### src/rtl/vid_pkg.sv
// Shared constants for the video stream selector: control bit positions,
// select-width helper and the default overlay colour.
package vid_pkg;

  localparam int VDE = 0;
  localparam int HS  = 1;
  localparam int VS  = 2;

  localparam logic [23:0] OVL_COLOR_DFLT = 24'hFF00FF;

  function automatic int sel_w(input int n);
    return (n > 2) ? $clog2(n) : 1;
  endfunction

endpackage

### src/rtl/vid_delay.sv
// Parametrised shift register with asynchronous active-high reset;
// DEPTH of 0 degenerates to a plain wire.
module vid_delay #(
  parameter int WIDTH = 1,
  parameter int DEPTH = 0
) (
  input  logic             clk,
  input  logic             rst,
  input  logic [WIDTH-1:0] i_d,
  output logic [WIDTH-1:0] o_q
);

  if (DEPTH == 0) begin : g_pass
    logic w_unused;
    assign w_unused = clk ^ rst;
    assign o_q      = i_d;
  end else begin : g_sr
    logic [WIDTH-1:0] r_sr [DEPTH];

    // Shift chain, stage 0 takes the input.
    always_ff @(posedge clk or posedge rst) begin
      if (rst) begin
        for (int i = 0; i < DEPTH; i++) begin
          r_sr[i] <= '0;
        end
      end else begin
        r_sr[0] <= i_d;
        for (int i = 1; i < DEPTH; i++) begin
          r_sr[i] <= r_sr[i-1];
        end
      end
    end

    assign o_q = r_sr[DEPTH-1];
  end

endmodule

### src/rtl/vid_stream_sel.sv
// Latency-aligning video source selector that switches only on frame start.
// Optional overlay highlighting is enabled by defining VID_STREAM_SEL_OVERLAY_EN.
module vid_stream_sel
  import vid_pkg::*;
#(
  parameter  int          NUM_SRC   = 4,
  parameter  int          PIX_W     = 8,
  parameter  int          MAX_LAT   = 4,
  parameter  logic [31:0] LAT_VEC   = 32'h0000_3210,
  parameter  logic [23:0] OVL_COLOR = OVL_COLOR_DFLT,
  localparam int          SEL_W     = sel_w(NUM_SRC)
) (
  input  logic                         clk,
  input  logic                         rst,
  input  logic [NUM_SRC*3*PIX_W-1:0]   in_pix,
  input  logic [2:0]                   in_c,
  input  logic [NUM_SRC-1:0]           in_mask,
  input  logic [SEL_W-1:0]             in_sel,
  output logic [PIX_W-1:0]             out_r,
  output logic [PIX_W-1:0]             out_g,
  output logic [PIX_W-1:0]             out_b,
  output logic [2:0]                   out_ctrl,
  output logic [SEL_W-1:0]             out_sel,
  output logic                         out_sel_err
);

  localparam int PIX3_W = 3 * PIX_W;
`ifdef VID_STREAM_SEL_OVERLAY_EN
  localparam int SRC_W = PIX3_W + 1;
`else
  localparam int SRC_W = PIX3_W;
`endif
  localparam logic [SEL_W:0] NUM_SRC_L = (SEL_W+1)'(NUM_SRC);

  // Each 8-bit overlay component is left-aligned into PIX_W bits.
  localparam logic [PIX_W+7:0]  OVL_R_X = {OVL_COLOR[23:16], {PIX_W{1'b0}}};
  localparam logic [PIX_W+7:0]  OVL_G_X = {OVL_COLOR[15:8],  {PIX_W{1'b0}}};
  localparam logic [PIX_W+7:0]  OVL_B_X = {OVL_COLOR[7:0],   {PIX_W{1'b0}}};
  localparam logic [PIX3_W-1:0] OVL_PIX = {OVL_R_X[PIX_W+7:8], OVL_G_X[PIX_W+7:8],
                                           OVL_B_X[PIX_W+7:8]};

  logic [SRC_W-1:0]  w_dsrc [NUM_SRC];
  logic [2:0]        w_dc;
  logic              w_fs;
  logic              w_sel_ok;
  logic              w_err_set;
  logic [SEL_W-1:0]  w_sel_nxt;
  logic [SRC_W-1:0]  w_src_sel;
  logic [PIX3_W-1:0] w_pix_nxt;

  logic              r_vs_prev;
  logic [SEL_W-1:0]  r_active_sel;
  logic              r_sel_err;
  logic [2:0]        r_ctrl;
  logic [PIX3_W-1:0] r_pix;

  for (genvar k = 0; k < NUM_SRC; k++) begin : g_src
    localparam int DEPTH = MAX_LAT - int'(LAT_VEC[4*k +: 4]);
    logic [SRC_W-1:0] w_src;
`ifdef VID_STREAM_SEL_OVERLAY_EN
    assign w_src = {in_mask[k], in_pix[PIX3_W*k +: PIX3_W]};
`else
    assign w_src = in_pix[PIX3_W*k +: PIX3_W];
`endif
    vid_delay #(
      .WIDTH (SRC_W),
      .DEPTH (DEPTH)
    ) u_dly (
      .clk (clk),
      .rst (rst),
      .i_d (w_src),
      .o_q (w_dsrc[k])
    );
  end

  vid_delay #(
    .WIDTH (3),
    .DEPTH (MAX_LAT)
  ) u_ctrl_dly (
    .clk (clk),
    .rst (rst),
    .i_d (in_c),
    .o_q (w_dc)
  );

`ifndef VID_STREAM_SEL_OVERLAY_EN
  logic w_unused;
  assign w_unused = ^{in_mask, OVL_PIX};
`endif

  // Frame-start select update and output pixel selection.
  always_comb begin
    w_fs      = w_dc[VS] & ~r_vs_prev;
    w_sel_ok  = ({1'b0, in_sel} < NUM_SRC_L);
    w_sel_nxt = r_active_sel;
    w_err_set = 1'b0;
    if (w_fs) begin
      if (w_sel_ok) begin
        w_sel_nxt = in_sel;
      end else begin
        w_err_set = 1'b1;
      end
    end else begin
      w_sel_nxt = r_active_sel;
    end

    w_src_sel = w_dsrc[w_sel_nxt];
    w_pix_nxt = '0;
    if (w_dc[VDE]) begin
`ifdef VID_STREAM_SEL_OVERLAY_EN
      if (w_src_sel[PIX3_W]) begin
        w_pix_nxt = OVL_PIX;
      end else begin
        w_pix_nxt = w_src_sel[PIX3_W-1:0];
      end
`else
      w_pix_nxt = w_src_sel;
`endif
    end else begin
      w_pix_nxt = '0;
    end
  end

  // Output and selection state registers.
  always_ff @(posedge clk or posedge rst) begin
    if (rst) begin
      r_vs_prev    <= 1'b0;
      r_active_sel <= '0;
      r_sel_err    <= 1'b0;
      r_ctrl       <= 3'b000;
      r_pix        <= '0;
    end else begin
      r_vs_prev    <= w_dc[VS];
      r_active_sel <= w_sel_nxt;
      r_sel_err    <= r_sel_err | w_err_set;
      r_ctrl       <= w_dc;
      r_pix        <= w_pix_nxt;
    end
  end

  assign out_r       = r_pix[PIX3_W-1 -: PIX_W];
  assign out_g       = r_pix[2*PIX_W-1 -: PIX_W];
  assign out_b       = r_pix[PIX_W-1:0];
  assign out_ctrl    = r_ctrl;
  assign out_sel     = r_active_sel;
  assign out_sel_err = r_sel_err;

endmodule

### config.mk
export PLATFORM = sky130hd
export DESIGN_NAME = vid_stream_sel
export DESIGN_NICKNAME = d
export VERILOG_FILES = /design/src/rtl/vid_pkg.sv /design/src/rtl/vid_delay.sv /design/src/rtl/vid_stream_sel.sv
export SDC_FILE = /design/constraint.sdc
export NUM_CORES = 1
export LEC_CHECK = 0
export ABC_AREA = 1
export BUFFER_PORTS_ARGS = -buffer_cell sky130_fd_sc_hd__buf_2
export CORE_UTILIZATION = 43
export CTS_CLUSTER_SIZE = 16
export DETAILED_ROUTE_END_ITERATION = 7
export GPL_TIMING_DRIVEN = 1
export PLACE_DENSITY = 0.61
export SLEW_MARGIN = 10
export SYNTH_ARGS = -nofsm -noshare
export SYNTH_HDL_FRONTEND = slang
export SYNTH_SLANG_ARGS = --single-unit
### constraint.sdc
create_clock -name clk -period 19.28 [get_ports clk]
set_input_delay 0.964 -clock clk [delete_from_list [all_inputs] [get_ports clk]]
set_output_delay 0.964 -clock clk [all_outputs]
set_load 0.01 [all_outputs]
==> reports/results.tsv, run 1 <==
metric	value	unit
status	completed	
FMAX	0.391	GHz
Power Density	124	nW/um^2
unrepaired setup endpoints after global routing	false	
worst setup margin	16.72	ns
Post-DRT Antenna Nets	0	
# fillers	1592	
crit path launch type	register	
1st-iter DRT viols	157	
NumNets Final	832	
HPWL after DPL	9270	um
Post-CTS Resized	0	
sequential area share after synthesis	83.4	%
maxcap violations	0	
worst-margin pin slew	1.14	ns
post-synthesis mux area share	0	%
Syn Inst Count	585	
share of cells above drive strength 1	25.1	%
HP Class	register to register	
initial antenna violation count	0	
Core ar.	19000	sq um
CP endpoint kind	register	
I/O pin cnt	137	
main combinational cell family by area after synthesis	simple AND/OR/NAND/NOR gates	
postcts setup bufs	0	
Setup WS pre-CTS	16.40	ns
Yosys cell types	13	
WL final	15200	um
clk_lat worst skew	0.52	ns
H-tree depth	1	
Via density	4.41	
Max Slew Vio Count	0	
Post-Synth Adder-Cell Area	0	%
total CTS buffers	27	
Die Height	142	um
Synth Area in Compound Gates	1.42	%
CP arrival	2.99	ns
crit path time final	2.56	ns
first-pass GRT wire length	24800	um
Final Setup Violations	0	
Bufs on Longest Clock Path	3	
Initial Util	44.5	%
Rel. slew slack	24.1	%
number of global-route vias before repair	4707	
gr usage total	16.0	%
Final Hold Fails	0	
drt drc	0	
hold_buf cts	0	
XOR/XNOR Fraction of Synth Area	0	%
Ant. Diodes	0	
drt pass-1 iters	4	
clock skew	0.00925	ns
CP max FO	49	
clock sinks	281	
largest net degree at the start of global routing	119	
Seq cells post-synth	281	
Pleak	5.25	nW
Synth Cell Area	8430	sq um
GR Overflow Total	0	
Post-Syn Area per Cell	14.4	sq um
setup TNS	0	ns
Routed wire per std cell	15.2	um
Critical Path RT	19.71	ns
Post-Syn Nets	692	
via count	4415	
root buffer cell	clkbuf_16	
Die X	142	um
gpl congestion	0.754	
die area	20200	sq um
Row Count	50	
IO Port Bufs	131	
Simple-Gate Fraction of Synth Area	8.82	%
Worst VDD drop	0.0810	mV
Tot Pwr	1.27	mW
Area Overhead vs Synth	22.1	%
Final period util	13.3	%
Synth Warn #	0	
CP Class	register to register	
Worst-path clk slew	0.06	ns
CTS tree	built	
==> per-stage QoR <==
| step | cell area, sq um | utilization (%) | instances | hold slack (ns) |
|---|---|---|---|---|
| finish | 10300 | 54.3 | 1002 | 0.342 |
| floorplan | 8430 | - | 585 | 0.331 |
| global route | 10300 | 54.3 | 1002 | 0.347 |
| detailed placement | 9290 | 49.0 | 955 | 0.335 |
| global placement | 9290 | 49.0 | 955 | 0.331 |
| CTS | 10300 | 54.1 | 1001 | 0.345 |
==> placed cells by master, fill, tap and decap left out, drive strengths merged <==
cell      count
dfrtp       281
buf         135
nand3       123
inv         102
clkbuf       37
nand2        30
a21oi        24
bufinv        5
clkinv        3
conb          1
clkinvlp      1
==> state kept, by name, summed over array words and instances (netlist names) <==
name                   count
g_src.u_dly.g_sr.r_sr    144
g_src.u_dly.o_q           96
r_pix                     24
u_ctrl_dly.g_sr.r_sr       9
out_ctrl                   3
u_ctrl_dly.o_q             3
out_sel                    2
==> Yosys cell counts <==
library cell  count  share of area [%]
nand2_2           4               0.30
conb_1            1              0.044
nand3_1         122                7.2
dfrtp_1         281                 83
inv_1           101                4.5
buf_6             3               0.40
nand3_2           1               0.12
buf_4             6               0.53
a21oi_1          24                1.4
nand2_1          26                1.2
clkbuf_1          4               0.18
buf_2            11               0.65
inv_2             1              0.044
==> area by class of cell <==
type | count | area [sq um] | area share (%)
multi-input combinational | 178 | 867 | 8.43
tap | 260 | 325 | 3.16
timing repair buffer | 135 | 706 | 6.86
clock buffer | 37 | 793 | 7.71
clock inverter | 9 | 176 | 1.71
sequential | 281 | 7030 | 68.3
inverter | 102 | 390 | 3.79
==> critical path: stages (launching register included) <==
cell and delay [ns]:
dfrtp_1 0.38, inv_1 0.13, nand2_2 0.09, nand2_2 0.73, nand2_2 0.61, nand2_1 0.18
nand3_1 0.14, a21oi_1 0.17
==> final timing paths <==
path                                    startpoint                            to  slack [ns]  depth (start not counted)
setup / recovery                       out_ctrl[2]                     r_pix[13]       16.72                          7
hold / removal             u_ctrl_dly.g_sr.r_sr[6]       u_ctrl_dly.g_sr.r_sr[3]        0.34                          0
setup reg to reg                       out_ctrl[2]                     r_pix[13]       16.72                          7
hold reg to reg            u_ctrl_dly.g_sr.r_sr[6]       u_ctrl_dly.g_sr.r_sr[3]        0.34                          0
max in group asynchronous                      rst  g_src[2].u_dly.g_sr.r_sr[25]       17.33                          3
min in group asynchronous                      rst  g_src[0].u_dly.g_sr.r_sr[75]        0.59                          2
==> metal layers <==
metal	GRT usage, %	part of all wire, %	vias to the layer above
met5	0	0	-
met4	5.09	2.3	0
met3	3.16	5.2	34
met2	25.8	48	118
met1	22.1	44	2186
li1	-	-	2077
==> cells by family (layout without fill, tap and decap cells) <==
group / after synthesis / in the layout
AO/OA/AOI/OAI: 24 / 24
buffers and inverters: 126 / 283
flip-flops: 281 / 281
other: 1 / 1
AND/OR/NAND/NOR: 153 / 153
==> where the power goes <==
| group | switching, mW | internal, mW |
|---|---|---|
| clock | 0.208 | 0.352 |
| sequential | 0.00978 | 0.623 |
| combinational | 0.0518 | 0.0262 |
No activity file was read; power rests on OpenSTA's default activity.
==> run 2: changes to the inputs <==
clock period = 2.5 ns   (was 19.28 ns; I/O delays follow)
==> reports/results.tsv, run 2 (synthesized netlist as in run 1, its figures left out) <==
metric	value	unit	change
status	completed		unchanged
drt pass-1 iters	6		was 4
R2R setup slack	0.75	ns	was 16.72 ns
Max Slew Vio Count	0		unchanged
gr usage total	17.4	%	was 16.0%
# fillers	1465		was 1592
number of global-route vias before repair	5214		was 4707
WL final	16200	um	was 15200 um
Non-Filler Cell Area, Final	11300	sq um	was 10300 sq um
clk_lat worst skew	0.51	ns	was 0.52 ns
Final Setup Violations	0		unchanged
Final period util	69.9	%	was 13.3%
max reg flops	144		unchanged
clock sinks	281		unchanged
Post-CTS Resized	0		unchanged
root buffer cell	clkbuf_16		unchanged
maxcap violations	0		unchanged
Comb pwr share	7.5	%	was 6.1%
initial antenna violation count	0		unchanged
share of cells above drive strength 1	22.3	%	was 25.1%
H-tree depth	1		unchanged
NumNets Final	937		was 832
Pleak	5.67	nW	was 5.25 nW
Initial Util	44.5	%	unchanged
cells on worst reg2reg path	7		unchanged
crit path launch type	register		unchanged
Stages on worst setup path	7		unchanged
Row Count	50		unchanged
Routed wire per std cell	14.6	um	was 15.2 um
Clock power frac	42.6	%	was 44.1%
Seq pwr share	49.8	%	about the same
GR Overflow Total	0		unchanged
Crit path buffers/inverters	2		was 1
Via density	4.34		was 4.41
Die X	142	um	unchanged
Pint	7.73	mW	was 1.00 mW
commonest cells after routing, fill and taps aside	281 x dfrtp_1, 131 x buf_2, 122 x nand3_1		unchanged
Ant. Diodes	0		unchanged
most common cell after layout, fill and taps aside	dfrtp_1		unchanged
slowest stage delay, CP	0.43	ns	was 0.73 ns
Critical Path RT	2.85	ns	was 19.71 ns
Largest delay share family, worst path	buffers and inverters		was simple AND/OR/NAND/NOR gates
Slowest-stage cell, CP	buf_4		was nand2_2
clock skew	0.00910	ns	was 0.00925 ns
CP endpoint kind	register		unchanged
CP arrival	2.09	ns	was 2.99 ns
first-pass GRT wire length	27000	um	was 24800 um
die area	20200	sq um	unchanged
Biggest register	g_src.u_dly.g_sr.r_sr		unchanged
CP max FO	43		was 49
worst-margin pin slew	0.903	ns	was 1.14 ns
worst r2r src	out_ctrl[2]		unchanged
1st-iter DRT viols	269		was 157
CP Class	register to register		unchanged
Bufs on Longest Clock Path	3		unchanged
crit path time final	1.75	ns	was 2.56 ns
Post-DRT Antenna Nets	0		unchanged
Net Sw Power	2.08	mW	was 270 uW
Worst-path clk slew	0.06	ns	about the same
gpl congestion	0.796		was 0.754
Core ar.	19000	sq um	unchanged
Tot Pwr	9.81	mW	was 1.27 mW
FMAX	0.572	GHz	was 0.391 GHz
via count	4811		was 4415
largest net degree at the start of global routing	153		was 119
reg2reg end	r_pix[12]		was r_pix[13]
Placed Instance Area	9360	sq um	was 9290 sq um
CTS tree	built		unchanged
I/O pin cnt	137		unchanged
crit-path cells	inv_1 -> nand2_2 -> nand2_2 -> buf_4 -> nand3_1 -> nand3_1 -> a21oi_1		was inv_1 -> nand2_2 -> nand2_2 -> nand2_2 -> nand2_1 -> nand3_1 -> a21oi_1
drt drc	0		unchanged
IO Port Bufs	131		unchanged
HP Class	input pin to async pin		was register to register
Area Overhead vs Synth	34.0	%	was 22.1%
Power Density	868	nW/um^2	was 124 nW/um^2
total CTS buffers	27		unchanged
HPWL after DPL	9500	um	was 9270 um
Die Height	142	um	unchanged
Worst VDD drop	0.470	mV	was 0.0810 mV
unrepaired setup endpoints after global routing	false		unchanged
Final Hold Fails	0		unchanged
Sw Ratio	21.2	%	about the same
Rel. slew slack	39.8	%	was 24.1%
## run 2: what timing repair did
item	4_1_cts	5_1_grt
endpoints found under the setup margin	0	0
setup buffers	0	0
endpoints found under the hold margin	228	0
hold buffers	100	0
## run 2: tightest hold or removal path, delay by kind of cell
| kind | cells | cell delay (ns) |
|---|---|---|
| buf+inv | 3 | 0.85 |
## run 2: layout make-up
| type | count | area (sq um) | share of cell area [%] |
|---|---|---|---|
| flip-flops and latches | 281 | 7030 | 62.3 |
| multi-input cells | 178 | 867 | 7.68 |
| repair buffers | 240 | 1750 | 15.5 |
| clock buffers | 36 | 749 | 6.64 |
| clock inverters | 11 | 185 | 1.64 |
| inverters | 102 | 387 | 3.42 |
| well taps | 260 | 325 | 2.88 |
## run 2: worst max path at each step
stage / start / endpoint / slack, ns
5_1_grt: out_ctrl[2] / r_pix[13] / 0.59
4_1_cts: out_ctrl[2] / r_pix[13] / 0.76
3_5_place_dp: out_ctrl[2] / r_pix[13] / 0.76
3_3_place_gp: out_ctrl[2] / r_pix[13] / 0.80
6_report: out_ctrl[2] / r_pix[12] / 0.75
2_1_floorplan: rst / g_src[0].u_dly.g_sr.r_sr[24] / -1.35
## run 2: per-stage QoR
step	setup TNS (ns)	hold WS, ns	utilization (%)	worst slack [ns]	instances
final	0	0.0959	59.6	0.752	1108
after global routing	0	0.106	59.6	0.591	1108
after CTS	0	0.0784	59.6	0.759	1108
after detailed placement	0	0.0769	49.4	0.762	961
after global placement	0	0.0714	49.4	0.803	961
after floorplan	-378.31	0.156	-	-1.35	585
## run 2: layer usage
metal  vias to the layer above  global-route usage, %  wire (um)
met1                      2357                   23.7       7190
met3                        31                   3.26        803
met5                         -                      0          0
met2                       132                   28.3       7880
li1                       2291                      -          -
met4                         0                   5.66        341
## run 2: power by group through the flow
stage / clock network, mW / registers, mW / logic [mW]
after floorplan: 0 / 4.98 / 0.347
after global placement: 0 / 4.96 / 0.609
after detailed placement: 0 / 4.97 / 0.622
after CTS: 4.32 / 4.89 / 0.746
after global routing: 4.52 / 4.91 / 0.827
final: 4.18 / 4.89 / 0.736
==> run 3: changes to the inputs <==
PLACE_DENSITY = 0.64   (was 0.61)
clock period = 1.6 ns   (was 2.5 ns; I/O delays follow)
==> reports/results.tsv, run 3 (synthesized netlist as in run 1, its figures left out) <==
metric	value	unit	change
status	completed		unchanged
NumNets Final	948		was 937
die area	20200	sq um	unchanged
worst setup margin	0.101	ns	was 0.752 ns
Area Overhead vs Synth	35.7	%	was 34.0%
drt pass-1 iters	4		was 6
GR Overflow Total	0		unchanged
CP arrival	1.93	ns	was 2.09 ns
clk_lat worst skew	0.53	ns	was 0.51 ns
root buffer cell	clkbuf_16		unchanged
HPWL after DPL	9840	um	was 9500 um
Post-DRT Antenna Nets	0		unchanged
met2 usage	28.1	%	was 28.3%
Initial Util	44.5	%	unchanged
Die X	142	um	unchanged
Worst-path clk slew	0.07	ns	was 0.06 ns
Max Slew Vio Count	0		unchanged
Critical Path RT	2.03	ns	was 2.85 ns
gr usage total	17.1	%	was 17.4%
HP Class	input pin to register		was input pin to async pin
Core ar.	19000	sq um	unchanged
Setup WS pre-CTS	0.139	ns	was 0.762 ns
CP max FO	14		was 43
CP endpoint kind	register		unchanged
Power Density	1350	nW/um^2	was 868 nW/um^2
clock sinks	281		unchanged
Die Height	142	um	unchanged
Rel. slew slack	58.9	%	was 39.8%
Via density	4.38		was 4.34
total CTS buffers	28		was 27
Worst VDD drop	0.826	mV	was 0.470 mV
commonest cells after routing, fill and taps aside	281 x dfrtp_1, 131 x buf_2, 122 x nand3_1		unchanged
CP Class	register to register		unchanged
drt drc	0		unchanged
I/O pin cnt	137		unchanged
Final period util	93.7	%	was 69.9%
Pleak	5.74	nW	was 5.67 nW
setup TNS	0	ns	unchanged
worst-margin pin slew	0.616	ns	was 0.903 ns
crit path launch type	register		unchanged
Final Setup Violations	0		unchanged
met3 Use GR	2.93	%	was 3.26%
Final Hold Fails	0		unchanged
DP Cell Count	971		was 961
busiest grt layer	met2		unchanged
unrepaired setup endpoints after global routing	false		unchanged
met1 Usage GRT	23.4	%	was 23.7%
WL final	16300	um	was 16200 um
most common cell after layout, fill and taps aside	dfrtp_1		unchanged
Bufs on Longest Clock Path	3		unchanged
via count	4901		was 4811
IO Port Bufs	131		unchanged
Post-CTS Resized	0		unchanged
maxcap violations	0		unchanged
Final Instance Count excl. Fillers	1119		was 1108
number of global-route vias before repair	5157		was 5214
Tot Pwr	15.5	mW	was 9.81 mW
Ant. Diodes	0		unchanged
share of cells above drive strength 1	23.6	%	was 22.3%
max reg flops	144		unchanged
gpl congestion	0.808		was 0.796
Routed wire per std cell	14.5	um	was 14.6 um
H-tree depth	1		unchanged
first-pass GRT wire length	26800	um	was 27000 um
Row Count	50		unchanged
largest net degree at the start of global routing	113		was 153
1st-iter DRT viols	234		was 269
clock skew	0.0104	ns	was 0.00910 ns
initial antenna violation count	0		unchanged
Biggest register	g_src.u_dly.g_sr.r_sr		unchanged
FMAX	0.667	GHz	was 0.572 GHz
CTS tree	built		unchanged
crit path time final	1.50	ns	was 1.75 ns
-- run 3: cell types whose count changed in the layout (fill, tap and decap cells not counted), sizes merged --
| cell | delta |
|---|---|
| clkinv | -1 |
| clkinvlp | +2 |
| buf | +10 |
| bufinv | -2 |
| clkbuf | +2 |
-- run 3: routing by layer --
metal | vias to the layer above | wire length (um)
met5 | - | 0
met4 | 0 | 308
met3 | 29 | 783
met2 | 133 | 8010
met1 | 2421 | 7170
li1 | 2318 | -
-- run 3: metrics by stage --
step	hold slack [ns]	util [%]	cell area [sq um]
6_report	0.0673	60.3	11400
5_1_grt	0.0685	60.3	11400
4_1_cts	0.0515	60.3	11400
3_3_place_gp	0.140	50.0	9470
2_1_floorplan	0.111	-	8430
3_5_place_dp	0.143	50.0	9470
-- run 3: cell type report --
class                   instances  area, sq um
well taps                     260          325
inverters                     102          387
clock buffers                  38          830
clock inverters                10          135
repair buffers                250         1860
fillers                      1423         7520
multi-input cells             178          867
flip-flops and latches        281         7030
-- run 3: report_power, final --
part / internal (mW) / switching (mW) / leakage [nW]
Sequential: 7.51 / 0.129 / 3.31
Clock: 4.08 / 2.56 / 0.465
Combinational: 0.531 / 0.666 / 1.97
-- run 3: worst max-delay path, cell delays in order (launching register included) --
cell     delay, ns
dfrtp_1       0.37
inv_1         0.13
nand2_2       0.09
nand2_2       0.16
nand2_2       0.10
buf_4         0.20
nand2_1       0.07
nand3_1       0.07
a21oi_1       0.20
-- run 3: final timing paths --
path / slack [ns] / endpoint / from / depth (start not counted)
worst max register to register: 0.10 / r_pix[10] / out_ctrl[2] / 8
worst max-delay path: 0.10 / r_pix[10] / out_ctrl[2] / 8
min in group asynchronous: 0.15 / g_src[0].u_dly.o_q[19] / rst / 4
worst min register to register: 0.35 / g_src[1].u_dly.o_q[3] / g_src[1].u_dly.g_sr.r_sr[27] / 0
worst min-delay path: 0.07 / out_sel[1] / in_sel[1] / 4
max in group asynchronous: 0.77 / g_src[0].u_dly.o_q[11] / rst / 5
-- run 3: timing repair --
action	4_1_cts	5_1_grt
hold buffers	100	0
buffers inserted	0	0
hold endpoints to repair	380	0
